### src/rtl/prio_encoder_queue.sv
// Registered N-to-W priority encoder. Request pulses collect in a pending register,
// and their binary codes are issued one per transfer over a valid/ready output.
module prio_encoder_queue #(
   parameter int N    = 8,
   parameter int W    = 3,
   parameter int MODE = 0
) (
   input  logic         clk,
   input  logic         rst,
   input  logic [N-1:0] req,
   output logic [W-1:0] out_code,
   output logic         out_valid,
   input  logic         out_ready,
   output logic [N-1:0] pending,
   output logic         overflow
);

   if (N < 2 || N > 64) begin : g_bad_n
      $error("prio_encoder_queue: N must be in 2..64");
   end
   if ((64'd1 << W) < 64'(N)) begin : g_bad_w
      $error("prio_encoder_queue: 2**W must be >= N");
   end
   if (MODE != 0 && MODE != 1) begin : g_bad_mode
      $error("prio_encoder_queue: MODE must be 0 or 1");
   end

   logic [N-1:0] pending_q, pending_d;
   logic [W-1:0] out_code_q, out_code_d;
   logic         out_valid_q, out_valid_d;
   logic         overflow_q, overflow_d;
   logic [W-1:0] ptr_q, ptr_d;

   logic         load;
   logic [N-1:0] load_mask;
   logic [W-1:0] sel_code;
   logic [N-1:0] rot;
   logic         found;
   logic [W:0]   sum;
   logic [W:0]   ptr_inc;

   assign load = !out_valid_q || out_ready;

   // Winner search looks only at the registered pending set, never at req.
   always_comb begin
      sel_code = '0;
      found    = 1'b0;
      sum      = '0;
      rot      = N'({pending_q, pending_q} >> ptr_q);
      if (MODE == 0) begin
         for (int i = 0; i < N; i++) begin
            if (pending_q[i]) sel_code = W'(i);
         end
      end else begin
         for (int j = 0; j < N; j++) begin
            if (!found && rot[j]) begin
               found = 1'b1;
               sum   = {1'b0, ptr_q} + (W+1)'(j);
               if (sum >= (W+1)'(N)) sum = sum - (W+1)'(N);
               sel_code = sum[W-1:0];
            end
         end
      end
   end

   always_comb begin
      load_mask   = '0;
      out_code_d  = out_code_q;
      out_valid_d = out_valid_q;
      ptr_d       = ptr_q;
      ptr_inc     = {1'b0, sel_code} + (W+1)'(1);
      if (load) begin
         if (|pending_q) begin
            out_code_d  = sel_code;
            out_valid_d = 1'b1;
            load_mask   = N'(1) << sel_code;
            if (MODE == 1) ptr_d = (ptr_inc == (W+1)'(N)) ? '0 : ptr_inc[W-1:0];
         end else begin
            out_valid_d = 1'b0;
         end
      end
      // A repeat on the bit being loaded this cycle re-arms it rather than overflowing.
      pending_d  = (pending_q & ~load_mask) | req;
      overflow_d = |(req & pending_q & ~load_mask);
   end

   // NOTE: state registers use non-blocking assignments so every flop samples
   // the pre-edge values computed above, independent of statement order.
   always_ff @(posedge clk) begin
      if (rst) begin
         pending_q   <= '0;
         out_code_q  <= '0;
         out_valid_q <= 1'b0;
         overflow_q  <= 1'b0;
         ptr_q       <= '0;
      end else begin
         pending_q   <= pending_d;
         out_code_q  <= out_code_d;
         out_valid_q <= out_valid_d;
         overflow_q  <= overflow_d;
         ptr_q       <= ptr_d;
      end
   end

   assign out_code  = out_code_q;
   assign out_valid = out_valid_q;
   assign pending   = pending_q;
   assign overflow  = overflow_q;

endmodule

### config.mk
export PLATFORM = sky130hd
export DESIGN_NAME = prio_encoder_queue
export DESIGN_NICKNAME = d
export VERILOG_FILES = /design/src/rtl/prio_encoder_queue.sv
export SDC_FILE = /design/constraint.sdc
export NUM_CORES = 1
export LEC_CHECK = 0
export CORE_ASPECT_RATIO = 0.8
export CORE_UTILIZATION = 35
export DETAILED_ROUTE_END_ITERATION = 8
export PLACE_DENSITY = 0.66
export SETUP_SLACK_MARGIN = 0.5
export SLEW_MARGIN = 20
export SYNTH_ARGS = -nofsm -noshare
export SYNTH_HDL_FRONTEND = slang
export SYNTH_SLANG_ARGS = --single-unit
### constraint.sdc
create_clock -name clk -period 1.8 [get_ports clk]
set_input_delay 0.36 -clock clk [delete_from_list [all_inputs] [get_ports clk]]
set_output_delay 0.36 -clock clk [all_outputs]
set_load 0.05 [all_outputs]
==> results of run 1 <==
## layout make-up
cell class / count / area, µm² / area share, %
Clock buffer: 4 / 26.3 / 2.64
Inverter: 8 / 30.0 / 3.02
Multi-Input combinational cell: 53 / 360 / 36.2
Sequential cell: 13 / 279 / 28.1
Tap cell: 22 / 27.5 / 2.77
Timing Repair Buffer: 30 / 272 / 27.3
## worst max-delay path: cells and delay by family
kind / cells / cell delay (ns)
buffers and inverters: 1 / 0.52
AOI/OAI and AO/OA: 3 / 0.59
and+or+nand+nor: 1 / 0.10
## flip-flops by register name, indices dropped and copies added (netlist names)
name and flops:
pending 8, out_code 3, overflow 1, out_valid 1
## repair_timing
item	in CTS	in global routing
endpoints found under the setup margin	7	11
buffers inserted	4	1
endpoints found under the hold margin	0	0
pin swaps	5	3
gates resized for setup	10	6
## worst max path at each step
stage,endpoint,slack (ns),cells past startpoint
2_1_floorplan,overflow$_SDFF_PP0_,0.47,4
3_3_place_gp,overflow$_SDFF_PP0_,0.03,6
3_5_place_dp,overflow$_SDFF_PP0_,0.05,6
4_1_cts,overflow$_SDFF_PP0_,0.47,5
5_1_grt,overflow$_SDFF_PP0_,0.38,5
6_report,overflow$_SDFF_PP0_,0.44,5
## power breakdown
part           switching [mW]  internal, mW  total (mW)
Clock                  0.0984        0.0862       0.185
Combinational           0.162         0.113       0.275
Sequential             0.0319         0.314       0.346
Total                   0.292         0.513       0.805
## cell usage after synthesis, types with 2 or more instances
master,n
inv_1,8
nand2_1,5
nor2b_1,2
a21oi_1,13
nor2_1,8
nor4_1,2
dfxtp_1,13
a311oi_1,3
o21ai_0,6
a31oi_1,3
## metrics by stage
step | util [%] | cells
3_5_place_dp | 52.6 | 121
6_report | 60.5 | 130
5_1_grt | 60.5 | 130
2_1_floorplan | - | 76
3_3_place_gp | 52.6 | 121
4_1_cts | 58.8 | 129
## cell families (layout without fill, tap and decap cells)
| group | count (synthesis) | count (layout) | synth area share [%] |
|---|---|---|---|
| flops | 13 | 13 | 41.9 |
| compound gates | 31 | 31 | 30.4 |
| buf+inv | 10 | 42 | 8.67 |
| simple gates | 22 | 22 | 19.0 |
## routing by layer
metal	global-route usage (%)	vias to the layer above	routed length [µm]
met5	0	-	0
met3	8.53	4	106
met2	32.9	19	683
met4	6.62	0	24
li1	-	338	-
met1	24.0	301	773
==> flow_summary.toml, run 1 <==
[critical_path]
worstSetupEndpointType = "register"
cpMaxStageDelayCell = "clkdlybuf4s50_1"
rr_worst_depth = 5
worstSetupStartpoint = "req[2]"
worstSetupStartpointType = "input port"
required_ns = 2.01
r2r-end = "overflow$_SDFF_PP0_"
critical_path.max_stage_delay_ns = 0.52
worstPathMaxFanout = 4
r2r_start = "pending[7]$_SDFF_PP0_"
rrSetupSlack_ns = 0.48
cp_data_arrival_time_ns = 1.57
path_cells = "clkdlybuf4s50_1 > nand2_1 > a311oi_1 > a31oi_2 > a31oi_1"
critPathKind = "input port to register"

[cts]
cts_root_buffer = "clkbuf_4"
clk_path_buf_depth = 2
numClockSinks = 13
clk_pin_slew_ns = 0.08
cts_tree = "built"
htree_num_levels = 1
cts_made_buffers = 3
ctsHoldBuffers = 0
clock_latency_ns = 0.28

[sta]
setup_viol = 0
hold_viol = 0
worst_pin_slew_ns = 0.500
max-slew-margin-rel_pct = 66.5
post-route-min-period_ns = 1.36
setup_slack_ns = 0.437
whs_ns = 0.473
max_freq_ghz = 0.734
period_share_pct = 75.7
finalClockSkew_ns = 0.000490
slew_viol_final = 0
setup_tns_ns = 0
rsz0062_at_grt = "yes"

[global_routing]
grt_util_all_layers_pct = 20.1
grt_start_max_net_pins = 14
grt_pass1_vias = 596
grt-ovfl-total = 0
grt_antenna_before_repair = 0
grt_pass1_wl_um = 2750

[placed_design]
hpwl_um = 1120
place.gp.congestion = 0.788
pre_cts_slack_ns = 0.0487
dpl_cell_area_um2 = 865
port_buffers = 23

[routing]
viasPerCell = 5.09
wire_per_inst_um = 12.2
final_antenna_net_count = 0
via_count = 662
first_pass_iters = 4
drtIter0Drc = 3
wl_um = 1590
drc = 0

[synth]
async_reset_ff_share_pct = 0
synth_ff_type = "dfxtp_1"
synth_edf_count = 0
ys_types = 23
synth_largest_area_cell = "dfxtp_1"
yosysWarnings = 0
synth-seq-cells = 13
synthCells = 76
synth_top_area_share_pct = 41.9
syn_area_um2 = 621
synthTopCellsByArea = "dfxtp_1 42%, a21oi_1 10%, o21ai_0 4.8%, inv_1 4.8%, nor2_1 4.8%"
ys_seq_area_share_pct = 41.9
syn_avg_cell_area_um2 = 8.17
synth_nets = 87

[die]
coreArea_um2 = 1640
die_h_um = 39.7
num_io_pins = 24
dieWidth_um = 49.1
initial_utilization_pct = 37.8
num_rows = 13
die_area_um2 = 1950

[power]
cellPowerDensity_nw_per_um2 = 810
power.leakage_nw = 0.418
vdd_drop_max_mv = 0.544
p_total_mw = 0.805

[final_layout]
diodes = 0
fin_area_um2 = 995
fillers = 152
area_growth_pct = 60.3
final_cell_mix = "14 x buf_4, 13 x a21oi_1, 9 x clkdlybuf4s50_1"
layout_commonest_cell = "buf_4"
fin_nets = 120
drive_gt1_share_pct = 38.9

[status]
status = "finished, final reports clean"

[hold_path]
holdPathStages = 2
hold_path.class = "register to register"
min_from = "out_code[2]$_SDFFE_PP0P_"
worstHoldEndpoint = "out_code[2]$_SDFFE_PP0P_"

[job]
max-cap-violations = 0
Power figures use the tool's default switching activity.
==> inputs of run 2 (changes only) <==
--- a/config.mk
+++ b/config.mk
@@ -8,7 +8,7 @@
 export CORE_ASPECT_RATIO = 0.8
 export CORE_UTILIZATION = 35
 export DETAILED_ROUTE_END_ITERATION = 8
-export PLACE_DENSITY = 0.66
+export PLACE_DENSITY = 0.69
 export SETUP_SLACK_MARGIN = 0.5
 export SLEW_MARGIN = 20
 export SYNTH_ARGS = -nofsm -noshare
==> constraint.sdc (replaced) <==
create_clock -name clk -period 1.1 [get_ports clk]
set_input_delay 0.22 -clock clk [delete_from_list [all_inputs] [get_ports clk]]
set_output_delay 0.22 -clock clk [all_outputs]
set_load 0.05 [all_outputs]
==> run 2 against run 1 <==
Net effect:
- the flow now finishes with violations (setup timing)
- total power rose by 120%
- final area rose by 56%
- critical path type is now register to register
- sequential cell count did not move
- sequential power rose by 66%
- register-to-register slack got worse by 0.87 ns
- critical path depth did not move
- largest power group is now combinational cells
==> flow_summary.toml, run 2 (same netlist as run 1, synthesis figures left out) <==
[routing]
wire_per_inst_um = 23.4
drtIter0Drc = 44
via_count = 972
final_antenna_net_count = 0
drc = 0
wl_um = 3780
viasPerCell = 6.04
first_pass_iters = 4

[critical_path]
cp_data_arrival_time_ns = 1.67
worstSetupStartpointType = "register"
worstPathMaxFanout = 6
critPathKind = "register to register"
cpMaxStageDelayCell = "dfxtp_4"
required_ns = 1.28
critical_path.max_stage_delay_ns = 0.37
worstSetupEndpointType = "register"
path_cells = "nor4_4 > buf_6 > o22ai_1 > nor4_2 > a31oi_1"

[sta]
setup_slack_ns = -0.393
hold_viol = 0
whs_ns = 0.545
period_share_pct = 136
post-route-min-period_ns = 1.49
setup_viol = 20
finalClockSkew_ns = 0.00843
slew_viol_final = 0
max_freq_ghz = 0.670
worst_pin_slew_ns = 0.380
max-slew-margin-rel_pct = 74.4
rsz0062_at_grt = "yes"

[final_layout]
final_cell_mix = "25 x buf_4, 13 x dfxtp_4, 13 x buf_12, 13 x buf_6, 9 x clkdlybuf4s50_1"
layout_commonest_cell = "buf_4"
stdcell_count = 161
diodes = 0
drive_gt1_share_pct = 67.6
largest_reg_flops = 8
fin_nets = 151
area_growth_pct = 150

[power]
internal-power_mw = 1.08
p_total_mw = 1.76
p_seq_share_pct = 32.5
switching_power_mw = 0.687
power.leakage_nw = 0.654
vdd_drop_max_mv = 1.00
cellPowerDensity_nw_per_um2 = 1140
power_switching_share_pct = 38.9
clkPwrFrac_pct = 19.3
combPwrFrac_pct = 48.1

[cts]
cts_made_buffers = 3
clock_latency_ns = 0.30
cts_tree = "built"
cts_root_buffer = "clkbuf_4"
htree_num_levels = 1
clk_pin_slew_ns = 0.10
clk_path_buf_depth = 2
numClockSinks = 13

[hold_path]
hold_path.class = "input port to register"

[job]
max-cap-violations = 0

[die]
die_h_um = 39.7
num_rows = 13
die_area_um2 = 1950
initial_utilization_pct = 37.8
coreArea_um2 = 1640
dieWidth_um = 49.1
num_io_pins = 24

[placed_design]
dp.cells = 137
place.gp.congestion = 0.818
port_buffers = 23
hpwl_um = 1420
pre_cts_slack_ns = -0.485

[global_routing]
grt_pass1_wl_um = 3860
grt_start_max_net_pins = 8
grt-ovfl-total = 0
grt_antenna_before_repair = 0
grt_pass1_vias = 841
grt_util_all_layers_pct = 28.4

[status]
violations = "setup timing"
status = "complete, but fails checks"
run 2: metrics by stage:
step           util (%)  setup TNS (ns)  cell area [µm²]
6_report           94.3           -2.83             1550
5_1_grt            94.3           -3.24             1550
4_1_cts            82.9           -1.29             1360
3_5_place_dp       72.3           -4.19             1190
3_3_place_gp       72.3           -3.80             1190
2_1_floorplan         -           -1.29              688
run 2: worst paths after layout:
kind / start / to / slack (ns) / cells after the start
worst max register to register: pending[7]$_SDFF_PP0_ / overflow$_SDFF_PP0_ / -0.39 / 5
worst min register to register: out_code[2]$_SDFFE_PP0P_ / out_code[2]$_SDFFE_PP0P_ / 0.64 / 2
worst min-delay path: req[0] / pending[0]$_SDFF_PP0_ / 0.55 / 3
worst max-delay path: pending[7]$_SDFF_PP0_ / overflow$_SDFF_PP0_ / -0.39 / 5
run 2: worst max-delay path: cells and delay by family, from the launching register on:
kind / cells / cell delay, ns
flip-flops: 1 / 0.37
AO/OA/AOI/OAI: 2 / 0.28
buffers and inverters: 1 / 0.18
AND/OR/NAND/NOR: 2 / 0.55
run 2: repair_timing:
item / 4_1_cts / 5_1_grt
hold buffers: 0 / 0
pin swaps: 6 / 8
setup endpoints to repair: 26 / 26
setup buffers: 9 / 11
gates resized for setup: 24 / 22
run 2: power groups by stage:
stage | Clock (mW) | Sequential (mW) | Combinational [mW]
floorplan | 0 | 0.706 | 0.129
global placement | 0 | 0.563 | 0.580
detailed placement | 0 | 0.566 | 0.588
CTS | 0.310 | 0.564 | 0.668
global route | 0.342 | 0.578 | 0.868
finish | 0.341 | 0.574 | 0.850
run 2: area by class of cell:
| class | count | area, µm² |
|---|---|---|
| Timing Repair Buffer | 61 | 693 |
| Sequential cell | 13 | 309 |
| Clock buffer | 4 | 26.3 |
| Fill cell | 52 | 93.8 |
| Inverter | 8 | 30.0 |
| Multi-Input combinational cell | 53 | 463 |
| Tap cell | 22 | 27.5 |
run 2: layer usage:
metal	wire (µm)	GRT usage, %
met5	0	0
met4	191	17.6
met3	302	6.20
met2	1810	52.7
met1	1470	30.6
==> inputs of run 3 (changes only) <==
--- a/config.mk
+++ b/config.mk
@@ -8,6 +8,7 @@
 export CORE_ASPECT_RATIO = 0.8
 export CORE_UTILIZATION = 35
 export DETAILED_ROUTE_END_ITERATION = 8
+export GPL_ROUTABILITY_DRIVEN = 0
 export PLACE_DENSITY = 0.69
 export SETUP_SLACK_MARGIN = 0.5
 export SLEW_MARGIN = 20
==> results of run 3 <==
Final layout, timing and power as in run 2 (identical DEF).
